File: src/rtl/secventiator_pkg.sv
// Shared definitions for the instruction sequencer: state encoding and
// the default memory wait limit.
package secventiator_pkg;

    localparam int MAX_WAIT_DEF = 15;
    localparam int WAIT_W       = 8;

    typedef enum logic [2:0] {
        IDLE    = 3'd0,
        FETCH   = 3'd1,
        DECODE  = 3'd2,
        EXECUTE = 3'd3,
        MEM     = 3'd4,
        WB      = 3'd5,
        HALT    = 3'd6,
        ERROR   = 3'd7
    } state_t;

endpackage

File: src/rtl/secventiator_instr_contor_asteptare.sv
// Wait counter for memory handshakes: clr reloads zero, en counts one
// not-ready cycle, tc flags that the tolerated wait has been used up.
module contor_asteptare
    import secventiator_pkg::*;
#(
    parameter int MAX_WAIT = MAX_WAIT_DEF
) (
    input  logic clk,
    input  logic rst_n,
    input  logic clr,
    input  logic en,
    output logic tc
);

    logic [WAIT_W-1:0] cnt;

    always_ff @(posedge clk or negedge rst_n) begin
        if (!rst_n) begin
            cnt <= '0;
        end else if (clr) begin
            cnt <= '0;
        end else if (en) begin
            cnt <= cnt + 1'b1;
        end
    end

    assign tc = (cnt == WAIT_W'(MAX_WAIT));

endmodule

File: src/rtl/secventiator_instr.sv
// Multi-cycle sequencer of the 8-bit RISC core: walks each instruction
// through fetch/decode/execute/mem/writeback and retires it exactly once.
module secventiator_instr
    import secventiator_pkg::*;
#(
    parameter int MAX_WAIT = MAX_WAIT_DEF,
    parameter int CNT_W    = 8
) (
    input  logic             clk,
    input  logic             rst_n,
    input  logic             start,
    input  logic             imem_ready,
    input  logic             dmem_ready,
    input  logic             is_load,
    input  logic             is_store,
    input  logic             is_jump,
    input  logic             is_branch,
    input  logic             is_halt,
    input  logic             writes_reg,
    output logic             imem_req,
    output logic             ir_we,
    output logic             dmem_req,
    output logic             dmem_we,
    output logic             reg_we,
    output logic             pc_we,
    output logic             jump_en,
    output logic             branch_en,
    output logic [2:0]       state,
    output logic             halted,
    output logic             bus_error,
    output logic [CNT_W-1:0] instr_count
);

    state_t state_q, state_d;
    logic   retire;
    logic   wait_en, wait_clr, wait_tc;
    logic   mem_op, store_op;

    // A load/store conflict from the decoder resolves to a load.
    assign mem_op   = is_load | is_store;
    assign store_op = is_store & ~is_load;

    always_ff @(posedge clk or negedge rst_n) begin
        if (!rst_n) begin
            state_q <= IDLE;
        end else begin
            state_q <= state_d;
        end
    end

    always_comb begin
        state_d = state_q;
        ir_we   = 1'b0;
        retire  = 1'b0;
        wait_en = 1'b0;
        case (state_q)
            IDLE: begin
                if (start) state_d = FETCH;
            end
            FETCH: begin
                // Ready on the terminal-count cycle still counts as success.
                if (imem_ready) begin
                    ir_we   = 1'b1;
                    state_d = DECODE;
                end else if (wait_tc) begin
                    state_d = ERROR;
                end else begin
                    wait_en = 1'b1;
                end
            end
            DECODE: begin
                state_d = is_halt ? HALT : EXECUTE;
            end
            EXECUTE: begin
                if (mem_op) begin
                    state_d = MEM;
                end else if (writes_reg) begin
                    state_d = WB;
                end else begin
                    retire  = 1'b1;
                    state_d = FETCH;
                end
            end
            MEM: begin
                if (dmem_ready) begin
                    if (is_load) begin
                        state_d = WB;
                    end else begin
                        retire  = 1'b1;
                        state_d = FETCH;
                    end
                end else if (wait_tc) begin
                    state_d = ERROR;
                end else begin
                    wait_en = 1'b1;
                end
            end
            WB: begin
                retire  = 1'b1;
                state_d = FETCH;
            end
            HALT:  state_d = HALT;
            ERROR: state_d = ERROR;
        endcase
    end

    // Any state change restarts the wait budget, so each FETCH/MEM entry starts at zero.
    assign wait_clr = (state_d != state_q);

    contor_asteptare #(
        .MAX_WAIT(MAX_WAIT)
    ) u_contor (
        .clk  (clk),
        .rst_n(rst_n),
        .clr  (wait_clr),
        .en   (wait_en),
        .tc   (wait_tc)
    );

    always_ff @(posedge clk or negedge rst_n) begin
        if (!rst_n) begin
            instr_count <= '0;
        end else if (retire) begin
            instr_count <= instr_count + 1'b1;
        end
    end

    assign imem_req  = (state_q == FETCH);
    assign dmem_req  = (state_q == MEM);
    assign dmem_we   = (state_q == MEM) & store_op;
    assign reg_we    = (state_q == WB);
    assign halted    = (state_q == HALT);
    assign bus_error = (state_q == ERROR);
    assign pc_we     = retire;
    assign jump_en   = retire & is_jump;
    assign branch_en = retire & is_branch;
    assign state     = state_q;

endmodule

File: config.mk
export PLATFORM = sky130hd
export DESIGN_NAME = secventiator_instr
export DESIGN_NICKNAME = d
export VERILOG_FILES = /design/src/rtl/secventiator_pkg.sv /design/src/rtl/secventiator_instr_contor_asteptare.sv /design/src/rtl/secventiator_instr.sv
export SDC_FILE = /design/constraint.sdc
export NUM_CORES = 1
export LEC_CHECK = 0
export CAP_MARGIN = 30
export CORE_MARGIN = 2
export CORE_UTILIZATION = 45
export CTS_CLUSTER_SIZE = 28
export DETAILED_ROUTE_END_ITERATION = 6
export PLACE_DENSITY = 0.76
export SYNTH_ARGS = -nofsm -noshare
export SYNTH_HDL_FRONTEND = slang
export SYNTH_SLANG_ARGS = --single-unit
export TNS_END_PERCENT = 30
File: constraint.sdc
create_clock -name clk -period 4.6 [get_ports clk]
set_clock_uncertainty 0.15 [all_clocks]
set_input_delay 0.46 -clock clk [delete_from_list [all_inputs] [get_ports clk]]
set_output_delay 0.46 -clock clk [all_outputs]
set_load 0.005 [all_outputs]
==> run metrics <==
ys flop type=dfrtp_1; Cells after Synth=116; row count=18; Leakage=0.606 nW; min-delay worst type=flip-flop to flip-flop; post-synth top area share=41.8%; Final setup viols=0; cell taking the most area after synthesis=dfrtp_1; flip-flop and latch area=475 um2; CTS Sinks=19; Hold Vio Cnt, Final=0; initial core utilization=46.8%; nets=160; Slew @ Worst Pin=858 ps; All-Layer GR Usage=19.2%; gp weighted congestion=0.819; Iteration-0 DRC Markers=39; crit path from=is_load; Sequential Power Share=37.8%; CTS buffer count=3; HPWL after detailed placement=1.90 mm; residual DRC count=0; synth top area cells=dfrtp_1, xnor2_1, xor2_1; clock power share=11.8%; DR WL/cell=14.3 um; Logic pwr share=50.4%; fillers=200; MaxCap Viol Count=0; Final Cycle Share=65.0%; vias in the first global route=951; count of different cell masters after synthesis=40; Synth Net Count=129; Setup CP Type=primary input to primary output; H-tree levels=1; Resized cells post-CTS=0; status=completed; # port buffers=31; Crit Reg-Reg Endpoint=u_contor.cnt[1]; Slew HR=42.6%; Critical Path Sink Type=primary output; postcts setup bufs=0; initial antenna violation count=0; die area=0.00295 mm2; CP arrival=2380 ps; chip height=54.3 um; Vias=1020; Async S/R FF share, synth=100%; Finished Cell Area=0.00149 mm2; EDFF count, synth=0; Multi-input gate area=623 um2; diode count=0; Ys Warns=0; end point of the critical path=branch_en; maximum clock frequency=335 MHz; core area=0.00243 mm2; fraction of layout cells with a size suffix above 1=7.53%; Chip Width=54.3 um; DR pass1 iterations=4; vias per cell=5.80; Sw Ratio=40.3%; TritonCTS clock tree=yes; Worst-Skew Late Latency=290 ps; max-slew violation count=0; setup repair after global routing missed its margin=false; sequential area share after synthesis=41.8%; Commonest cells post-synth=dfrtp_1, nor2_1, xnor2_1; fin crit period=2990 ps; r2r setup slk=2440 ps; clk buf depth=2; PwrDens=478 mW/mm2; CP Max Fanout=11; syn_area_per_cell=9.80 um2; Setup TNS=0 ps; DP Area=0.00146 mm2; Clk pin slew, worst setup/hold paths=110 ps; internal power=0.425 mW; Worst R2R Path Depth=5; RR Startpoint=state[1]; most common cell in the netlist=dfrtp_1; wirelength, routed=2.52 mm; switching power total=0.286 mW; pin count of the biggest net entering global routing=20; Post-Syn Area=0.00114 mm2; area grow syn2layout=30.9%; first-pass GRT wire length=4.20 mm; Ports=32; remaining antenna violation count=0; startpoint types=primary input; Worst Path Required=3990 ps; grt total ovfl=0; post-synthesis register bit count=19; hold buffers post-CTS=0; Root Buffer=clkbuf_4; VDD IR max=0.300 mV
power by group through the flow:
stage	Clock (mW)	Sequential, mW	Combinational (mW)
floorplan	0	0.240	0.227
global placement	0	0.268	0.352
detailed placement	0	0.270	0.358
CTS	0.0887	0.268	0.359
global route	0.0961	0.278	0.394
finish	0.0838	0.269	0.359
layout make-up:
class / count / area share (%)
inverters: 4 / 1.01
clock buffers: 3 / 1.51
multi-input cells: 88 / 41.8
flip-flops and latches: 19 / 31.9
well taps: 30 / 2.52
clock inverters: 1 / 0.336
repair buffers: 31 / 20.8
critical path, stage by stage:
cell and delay (ps):
clkdlybuf4s50_1 460, nor3_1 310, a32o_1 460, and2_1 190, clkdlybuf4s50_1 500
logic make-up after synthesis:
family          synth area share [%]
simple gates                    25.9
compound gates                  14.9
flops                           41.8
xor+xnor                        10.0
buf+inv                         3.41
mux                             1.87
fa+ha+maj                       2.20
how the worst min path moves through the flow:
| stage | startpoint | end | slack (ps) | cells past startpoint |
|---|---|---|---|---|
| floorplan | rst_n | instr_count[0] | 10 | 0 |
| global placement | instr_count[7] | instr_count[7] | 310 | 1 |
| detailed placement | instr_count[7] | instr_count[7] | 320 | 1 |
| CTS | instr_count[7] | instr_count[7] | 340 | 1 |
| global route | instr_count[7] | instr_count[7] | 350 | 1 |
| finish | instr_count[7] | instr_count[7] | 330 | 1 |
through the flow:
step | utilization (%) | worst slack, ps | power [mW] | std cells | hold slack [ps]
5_1_grt | 61.2 | 1490 | 0.768 | 176 | 353
3_3_place_gp | 60.1 | 1690 | 0.620 | 172 | 314
3_5_place_dp | 60.1 | 1650 | 0.628 | 172 | 322
2_1_floorplan | - | 2670 | 0.467 | 116 | 14.4
4_1_cts | 61.2 | 1640 | 0.716 | 176 | 338
6_report | 61.2 | 1610 | 0.711 | 176 | 331
state kept, by name (all words and copies together), names as in the netlist:
register and flops:
state 3, instr_count 8, u_contor.cnt 8
routing by layer:
metal	vias to the layer above	track usage [%]	wire [um]
met5	-	0	0
met4	0	5.00	20
met3	6	3.01	143
met2	35	32.1	1250
met1	502	25.9	1110
li1	477	-	-
cell usage in the layout, fill, tap and decap left out, drive strengths merged, types with 3 or more instances in the layout:
| cell type | synthesis | routed |
|---|---|---|
| clkdlybuf4s50 | 0 | 31 |
| dfrtp | 19 | 19 |
| nor2 | 13 | 13 |
| xnor2 | 7 | 7 |
| nand2 | 6 | 6 |
| a21oi | 6 | 6 |
| xor2 | 6 | 6 |
| nand4 | 6 | 6 |
| and3 | 5 | 5 |
| inv | 4 | 4 |
| nor3 | 4 | 4 |
| and2 | 4 | 4 |
| nand3b | 3 | 3 |
| clkbuf | 1 | 3 |
No activity file was read; power rests on OpenSTA's default activity.
